### src/rtl/ocp_slave_fsm_pkg.sv
// Shared OCP encodings, default widths and slave FSM state type for ocp_slave_fsm.
package ocp_slave_fsm_pkg;

  localparam int DEF_MADDR_WIDTH = 64;
  localparam int DEF_MDATA_WIDTH = 8;
  localparam int DEF_SDATA_WIDTH = 8;

  localparam logic [2:0] CMD_IDLE = 3'b000;
  localparam logic [2:0] CMD_WR   = 3'b001;
  localparam logic [2:0] CMD_RD   = 3'b010;
  localparam logic [2:0] CMD_RDEX = 3'b011;
  localparam logic [2:0] CMD_RDL  = 3'b100;
  localparam logic [2:0] CMD_WRNP = 3'b101;

  localparam logic [1:0] RESP_NULL = 2'b00;
  localparam logic [1:0] RESP_DVA  = 2'b01;
  localparam logic [1:0] RESP_ERR  = 2'b11;

  typedef enum logic [1:0] {
    S_IDLE  = 2'd0,
    S_WDATA = 2'd1,
    S_RWAIT = 2'd2,
    S_RESP  = 2'd3
  } slave_state_e;

  function automatic logic is_write(input logic [2:0] cmd);
    return (cmd == CMD_WR) || (cmd == CMD_WRNP);
  endfunction

  function automatic logic is_read(input logic [2:0] cmd);
    return (cmd == CMD_RD) || (cmd == CMD_RDEX) || (cmd == CMD_RDL);
  endfunction

endpackage

### src/rtl/ocp_slave_fsm_mem.sv
// Local word store for ocp_slave_fsm: synchronous write, asynchronous read by index.
module ocp_slave_fsm_mem #(
  parameter int DEPTH = 16,
  parameter int WIDTH = 8
) (
  input  logic                     Clk,
  input  logic                     i_we,
  input  logic [$clog2(DEPTH)-1:0] i_waddr,
  input  logic [WIDTH-1:0]         i_wdata,
  input  logic [$clog2(DEPTH)-1:0] i_raddr,
  output logic [WIDTH-1:0]         o_rdata
);

  logic [WIDTH-1:0] r_mem [DEPTH];

  // Contents survive reset on purpose; only the write port updates them.
  always_ff @(posedge Clk) begin
    if (i_we) begin
      r_mem[i_waddr] <= i_wdata;
    end
  end

  assign o_rdata = r_mem[i_raddr];

endmodule

### src/rtl/ocp_slave_fsm.sv
// OCP slave endpoint with word store and fixed read latency.
// Optional macro OCP_SLAVE_ADDR_CHECK_EN: flag MAddr >= MEM_DEPTH as out of range (ERR / dropped write).
module ocp_slave_fsm
  import ocp_slave_fsm_pkg::*;
#(
  parameter int MADDR_WIDTH = DEF_MADDR_WIDTH,
  parameter int MDATA_WIDTH = DEF_MDATA_WIDTH,
  parameter int SDATA_WIDTH = DEF_SDATA_WIDTH,
  parameter int MEM_DEPTH   = 16,
  parameter int RD_WAIT     = 2
) (
  input  logic                   Clk,
  input  logic                   reset,
  input  logic                   EnableClk,
  input  logic [2:0]             MCmd,
  input  logic [MADDR_WIDTH-1:0] MAddr,
  input  logic [MDATA_WIDTH-1:0] MData,
  input  logic                   MDataValid,
  output logic                   SCmdAccept,
  output logic                   SDataAccept,
  output logic [1:0]             SResp,
  output logic [SDATA_WIDTH-1:0] SData
);

  localparam int         IDX_W     = $clog2(MEM_DEPTH);
  localparam logic [3:0] RD_WAIT_C = 4'(RD_WAIT);

  slave_state_e     r_state;
  logic [IDX_W-1:0] r_idx;
  logic             r_addr_ok;
  logic             r_wrnp;
  logic [3:0]       r_cnt;
  logic [1:0]       r_resp;
  logic             r_resp_rd;

  logic                   w_cmd_fire;
  logic                   w_data_fire;
  logic                   w_addr_ok;
  logic [IDX_W-1:0]       w_idx;
  logic                   w_we;
  logic [IDX_W-1:0]       w_widx;
  logic [SDATA_WIDTH-1:0] w_rdata;

  assign w_idx = MAddr[IDX_W-1:0];

`ifdef OCP_SLAVE_ADDR_CHECK_EN
  assign w_addr_ok = ~|MAddr[MADDR_WIDTH-1:IDX_W];
`else
  logic w_unused_addr_hi;
  assign w_unused_addr_hi = ^MAddr[MADDR_WIDTH-1:IDX_W];
  assign w_addr_ok        = 1'b1;
`endif

  // Handshake strobes: commands only in S_IDLE, data in S_IDLE (same-cycle) or S_WDATA.
  always_comb begin
    SCmdAccept  = 1'b0;
    SDataAccept = 1'b0;
    if (reset) begin
      SCmdAccept  = 1'b0;
      SDataAccept = 1'b0;
    end else begin
      case (r_state)
        S_IDLE: begin
          SCmdAccept  = (MCmd != CMD_IDLE);
          SDataAccept = is_write(MCmd) & MDataValid;
        end
        S_WDATA: begin
          SCmdAccept  = 1'b0;
          SDataAccept = 1'b1;
        end
        default: begin
          SCmdAccept  = 1'b0;
          SDataAccept = 1'b0;
        end
      endcase
    end
  end

  assign w_cmd_fire  = EnableClk & SCmdAccept;
  assign w_data_fire = EnableClk & SDataAccept & MDataValid;
  // Same-cycle data uses the live address; late data uses the captured one.
  assign w_we        = w_data_fire & ((r_state == S_IDLE) ? w_addr_ok : r_addr_ok);
  assign w_widx      = (r_state == S_IDLE) ? w_idx : r_idx;

  ocp_slave_fsm_mem #(
    .DEPTH (MEM_DEPTH),
    .WIDTH (SDATA_WIDTH)
  ) u_mem (
    .Clk     (Clk),
    .i_we    (w_we),
    .i_waddr (w_widx),
    .i_wdata (MData),
    .i_raddr (r_idx),
    .o_rdata (w_rdata)
  );

  // Main FSM; SResp/SData are loaded on the enabled edge leaving S_RESP.
  always_ff @(posedge Clk) begin
    if (reset) begin
      r_state   <= S_IDLE;
      r_idx     <= '0;
      r_addr_ok <= 1'b1;
      r_wrnp    <= 1'b0;
      r_cnt     <= 4'd0;
      r_resp    <= RESP_NULL;
      r_resp_rd <= 1'b0;
      SResp     <= RESP_NULL;
      SData     <= '0;
    end else if (EnableClk) begin
      SResp <= RESP_NULL;
      SData <= '0;
      case (r_state)
        S_IDLE: begin
          if (w_cmd_fire) begin
            r_idx     <= w_idx;
            r_addr_ok <= w_addr_ok;
            r_wrnp    <= (MCmd == CMD_WRNP);
            if (is_write(MCmd)) begin
              r_resp    <= w_addr_ok ? RESP_DVA : RESP_ERR;
              r_resp_rd <= 1'b0;
              if (!MDataValid) begin
                r_state <= S_WDATA;
              end else if (MCmd == CMD_WRNP) begin
                r_state <= S_RESP;
              end else begin
                r_state <= S_IDLE;
              end
            end else if (is_read(MCmd)) begin
              r_resp    <= w_addr_ok ? RESP_DVA : RESP_ERR;
              r_resp_rd <= 1'b1;
              r_cnt     <= RD_WAIT_C;
              r_state   <= (RD_WAIT == 0) ? S_RESP : S_RWAIT;
            end else begin
              r_resp    <= RESP_ERR;
              r_resp_rd <= 1'b0;
              r_state   <= S_RESP;
            end
          end
        end
        S_WDATA: begin
          if (w_data_fire) begin
            r_state <= r_wrnp ? S_RESP : S_IDLE;
          end
        end
        S_RWAIT: begin
          r_cnt <= r_cnt - 4'd1;
          if (r_cnt == 4'd1) begin
            r_state <= S_RESP;
          end
        end
        S_RESP: begin
          SResp   <= r_resp;
          SData   <= (r_resp_rd && (r_resp == RESP_DVA)) ? w_rdata : '0;
          r_state <= S_IDLE;
        end
        default: begin
          r_state <= S_IDLE;
        end
      endcase
    end
  end

endmodule

### config.mk
export PLATFORM = sky130hd
export DESIGN_NAME = ocp_slave_fsm
export DESIGN_NICKNAME = d
export VERILOG_FILES = /design/src/rtl/ocp_slave_fsm_pkg.sv /design/src/rtl/ocp_slave_fsm_mem.sv /design/src/rtl/ocp_slave_fsm.sv
export SDC_FILE = /design/constraint.sdc
export NUM_CORES = 1
export LEC_CHECK = 0
export CELL_PAD_IN_SITES_DETAIL_PLACEMENT = 1
export CELL_PAD_IN_SITES_GLOBAL_PLACEMENT = 1
export CORE_MARGIN = 8
export CORE_UTILIZATION = 41
export CTS_CLUSTER_SIZE = 8
export DETAILED_ROUTE_END_ITERATION = 10
export PLACE_DENSITY = 0.74
export SYNTH_ARGS = -nofsm -noshare
export SYNTH_HDL_FRONTEND = slang
export SYNTH_HIERARCHICAL = 1
export SYNTH_SLANG_ARGS = --single-unit
### constraint.sdc
create_clock -name Clk -period 2.4 [get_ports Clk]
set_input_delay 0.24 -clock Clk [delete_from_list [all_inputs] [get_ports Clk]]
set_output_delay 0.24 -clock Clk [all_outputs]
set_load 0.02 [all_outputs]
# Word-level counts from Yosys, hierarchy flattened
# Memories as Yosys holds them, arrays and structs flattened. A register that Yosys moved wholly into a read port is not among the register bits.
# Cells that the tools add are included.
# classes
muxes,29
reduce_logical,10
n_addsub,1
n_eq_ne,15
bitwise_logic,4
# op_table
cell,n
2-to-1 mux 4 bit,6
2-to-1 mux 2 bit,10
2-to-1 mux 8 bit,2
2-to-1 mux 1 bit,8
"!= test 2 bit, second input constant",4
case mux 2 bit (4 select lines),1
case mux 4 bit (2 select lines),1
"== test 3 x 2 -> 1 bit, second input constant",2
"== test 3 bit, second input constant",2
AND reduction 5 bit,1
AND 1 bit,4
"== test 2 x 1 -> 1 bit, second input constant",2
"== test 2 bit, second input constant",2
"== test 4 x 1 -> 1 bit, second input constant",1
AND reduction 4 bit,1
"subtractor 4 x 1 -> 4 bit, second input constant",1
"== test 3 x 1 -> 1 bit, second input constant",1
logical OR 1 bit,3
AND reduction 3 bit,1
nonzero test 3 bit,1
zero test 2 bit,1
"!= test 2 x 1 -> 1 bit, second input constant",1
case mux 1 bit (2 select lines),1
nonzero test 2 bit,1
logical AND 1 bit,1
# totals
ram_bits,128
inputBits,79
register_bits,24
out_inout_bits,12
memories,1
# memory_table
memory,words,word_bits,rd,rd_ports_with_merged_regs,wr,line_no,rtl
u_mem.r_mem,16,8,1,1,1,ocp_slave_fsm_mem.sv:14,logic [WIDTH-1:0] r_mem [DEPTH];

# Logic depth before layout (Yosys ltp)
# logic_depth
ltp_word,9
mapped_depth,7

# Modules after synthesis
# Netlist, hierarchy kept.
# modules_own_cells
module,instances,area_each_um2,cells_each
ocp_slave_fsm_mem,1,4987.3,221
ocp_slave_fsm,1,1179.9,139

# Least setup slack after synthesis
# Ideal clock, no wire load.
# synth_timing
kind,register -> register
from,register r_state[1]
to,memory u_mem.r_mem[0][0] (enable)
path_buffers,0
setup_slack_ns,-0.127
path_stages_with_launch,5
setup_ns,0.383
t_required_ns,2.017
t_arrival_ns,2.143
path_cell_list,dfxtp_1 -> nor2_1 -> mux2_1 -> or3b_2 -> nor3_1
# synth_between
word_cells_on_any_way,9
cone_classes,eq/ne: 1; mux: 5; bitwise: 2; reduce/logical: 1
# synth_lines
item,line_no,rtl
start: declaration,ocp_slave_fsm.sv:28,slave_state_e r_state;
start signal: assignment,ocp_slave_fsm.sv:132,r_state <= (RD_WAIT == 0) ? S_RESP : S_RWAIT;
start signal: assignment,ocp_slave_fsm.sv:142,r_state <= r_wrnp ? S_RESP : S_IDLE;
zero test 2 bit,ocp_slave_fsm.sv:83,assign w_widx = (r_state == S_IDLE) ? w_idx : r_idx;
2-to-1 mux 4 bit,ocp_slave_fsm.sv:83,
named net w_widx[2],ocp_slave_fsm.sv:41,logic [IDX_W-1:0] w_widx;
end: declaration,ocp_slave_fsm_mem.sv:14,
# The timed path passes the listed nets, and every way through them passes these cells.

# Worst setup path in the final report
# layout_timing
from,register r_state[0]
to,memory u_mem.r_mem[9][1] (enable)
# The elaborated chain is that of the path after synthesis.

==> metrics.md <==
| Metric | Value |
|---|---|
| Ports | `approximately 90` |
| Area Overhead vs Synth | `21.2%` |
| Commonest non-fill, non-tap cell in the layout | `edfxtp_1` |
| YS warnings | `6` |
| Sink Count | `152` |
| Critical path class | `reg -> reg` |
| PwrDens | `832 mW/mm^2` |
| Power, Total | `0.00622 W` |
| Final hold violation count | `0` |
| Antenna cell count | `0` |
| Post-route insts no fill | `626` |
| Part of the cycle the worst path needs | `93.2%` |
| Worst slew margin | `a little under three fifths` |
| DRC violations left | `0` |
| Placed cell area | `0.00686 sq mm` |
| Vias post-DR | `3,461` |
| Congestion Overflow GR | `0` |
| Crit path max fanout | `7` |
| RSZ-0062 raised after global routing | `false` |
| Clk Latency, worst-skew pair | `between 0.4 and 0.5 ns` |
| Largest family of logic cells by synthesized area | `multiplexers` |
| Worst hold-check path type | `reg -> reg` |
| Placer's final routability congestion estimate | `a little under 0.8` |
| Mean Syn Cell Area | `17.1 sq um` |
| Buffers on Ports | `30` |
| Sum of negative setup slack | `0 ns` |
| Hold endpoint | `r_resp[0]$_SDFFE_PP0P_` |
| FP Rows | `45` |
| Post-CTS sizing | `0` |
| Vias per inst | `approximately 5.5` |
| Routed Antenna Nets | `0` |
| Max Transition Viols Final | `0` |
| Chip height | `around 140 um` |
| Multiplexer share of the synthesized area | `14.1%` |
| Largest net degree at the start of global routing | `33` |
| Worst path required time | `2.53 ns` |
| Die area | `0.0192 sq mm` |
| Most frequent cells in the layout | `edfxtp_1 (128), nor2_1 (33), buf_4 (31)` |
| Proportion of layout cells with a drive suffix above 1 | `around a fifth` |
| Nets | `about 500` |
| Cts bufs inserted | `17` |
| Worst Setup Start Kind | `flop` |
| R2R depth | `6` |
| Fraction of registers with async set/reset | `0%` |
| Post-Synth Simple-Gate Area | `7.99%` |
| XOR/XNOR share of the synthesized area | `0%` |
| Capturing point of the worst reg2reg path | `u_mem/r_mem[9][1]$_DFFE_PP_` |
| Worst-case clock buffer depth | `2` |
| CP Capture Type | `flop` |
| TritonCTS clock tree | `done` |
| Synthesized instance count | `360` |
| WL/cell | `22.8 um` |
| R2r setup slk | `0.16 ns` |
| Core area | `0.0150 sq mm` |
| Leak pwr | `2.49 nW` |
| Setup bufs post-CTS | `0` |
| DRT Pass-1 Iters | `4` |
| Clock Skew | `0.00813 ns` |
| Dpl hpwl | `between 9 and 10 mm` |
| Worst Hold Launch | `r_resp[0]$_SDFFE_PP0P_` |
| Die Wd | `about 140 um` |
| WP data arrival | `between 2 and 2.5 ns` |
| Ys flop type | `edfxtp_1` |
| GRT Resource Usage Total | `15.4%` |
| Peak Freq | `between 400 and 500 MHz` |
| Initial antenna violation count | `0` |
| Worst hold slack | `0.463 ns` |
| First-pass GRT wire length | `22.2 mm` |
| CTS Hold Bufs | `0` |
| Placed Cells | `594` |
| Adder-cell share of the synthesized area | `0.406%` |
| Post-Synthesis Cell Area | `0.00617 sq mm` |
| Clock transition at the registers of the reported paths | `0.06 ns` |
| Post-synth EDFFs | `128` |
| Compound-Gate Fraction of Synth Area | `5.07%` |
| Worst-Margin Slew | `0.654 ns` |
| Max_cap viols | `0` |
| Root buffer cell | `clkbuf_16` |
| FF-to-FF Start | `r_state[0]$_SDFFE_PP0P_` |
| Initial Utilization | `about two fifths` |
| Final Critical Period | `around 2.2 ns` |
| # setup viols final | `0` |
| IR drop worst, VDD | `between 0.5 and 0.6 mV` |
| Seq/Total Area, Yosys | `70.1%` |
| Status | `completed` |
| Worst hold stages | `2` |
| FF+latch count, synth | `between 150 and 200` |
| Distinct cell type count after synthesis | `between 40 and 50` |
| Design area | `about 0.0075 sq mm` |
| Number of global-route vias before repair | `~3,800` |
| H-tree depth | `4` |
| Final WL | `14.3 mm` |
| Synthesized Nets | `roughly 440` |
| 1st-iter DRT viols | `244` |
-- power breakdown --
| part | leakage (nW) | internal [W] | switching (W) |
|---|---|---|---|
| sequential | 1.35 | 0.00289 | 0.0000270 |
| clock | 0.298 | 0.00166 | 0.00110 |
| combinational | 0.845 | 0.000236 | 0.000309 |
| total | 2.49 | 0.00478 | 0.00144 |
-- per-layer routing --
| metal | vias to the layer above | part of all wire [%] | track usage, % |
|---|---|---|---|
| li1 | 1569 | - | - |
| met1 | 1795 | 42 | 18.0 |
| met2 | 78 | 51 | 26.3 |
| met3 | 19 | 4.7 | 4.20 |
| met4 | 0 | 1.5 | 6.35 |
| met5 | - | 0 | 0 |
-- stage by stage --
stage / utilization [%] / setup slack, ns
after floorplan: - / 0.101
after global placement: 45.8 / -0.137
after detailed placement: 45.8 / -0.201
after CTS: 49.9 / 0.140
after global routing: 49.9 / 0.0662
final: 49.9 / 0.162
-- synth_stat cells (all sizes together) (4+ instances only) --
master    n  area share, %
nor2     33            2.0
mux2      4           0.73
mux4     32             13
nand2    16           0.97
nor2b     9           0.91
nand3     4           0.32
buf      13            1.4
dfxtp    24            7.8
a21oi    18            1.5
a22oi    16            1.9
inv       5           0.30
nand2b    8           0.81
edfxtp  128             62
mux2i     5           0.81
nor3      8           0.81
nand3b    4           0.49
-- layout make-up --
type                            count  area [sq um]
Fill cell                        1390          7500
Sequential cell                   152          4330
Multi-Input combinational cell    185          1700
Timing Repair Buffer               63           573
Clock buffer                       17           425
Tap cell                          188           235
Clock inverter                     15           189
Inverter                            6          22.5
-- flip-flops by register name, summed over array words and instances (netlist names) --
register	cells
r_resp_rd	1
r_wrnp	1
SResp	2
u_mem/r_mem	128
r_resp	2
SData	8
r_state	2
r_cnt	4
r_idx	4
-- how the worst max path moves through the flow --
stage,cells after the start,end,start
final,6,u_mem/r_mem[9][1]$_DFFE_PP_,r_state[0]$_SDFFE_PP0P_
after global routing,6,u_mem/r_mem[9][1]$_DFFE_PP_,r_state[1]$_SDFFE_PP0P_
after CTS,6,u_mem/r_mem[9][1]$_DFFE_PP_,r_state[1]$_SDFFE_PP0P_
after detailed placement,8,u_mem/r_mem[8][3]$_DFFE_PP_,reset
after global placement,7,u_mem/r_mem[0][3]$_DFFE_PP_,reset
after floorplan,4,u_mem/r_mem[1][0]$_DFFE_PP_,r_state[1]$_SDFFE_PP0P_
-- cell families after synthesis --
| family | Yosys count |
|---|---|
| DFF | 152 |
| AOI/OAI and AO/OA | 46 |
| buffers and inverters | 23 |
| muxes | 41 |
| adders and majority gates | 2 |
| and+or+nand+nor | 96 |
-- critical path, stage by stage (launching register included) --
cell	delay [ns]
dfxtp_1	0.31
nor2_1	0.23
buf_4	0.20
mux2_1	0.47
nand2b_1	0.28
nor2_1	0.24
buf_4	0.22
Note: power is estimated with default switching activity, not from simulation.
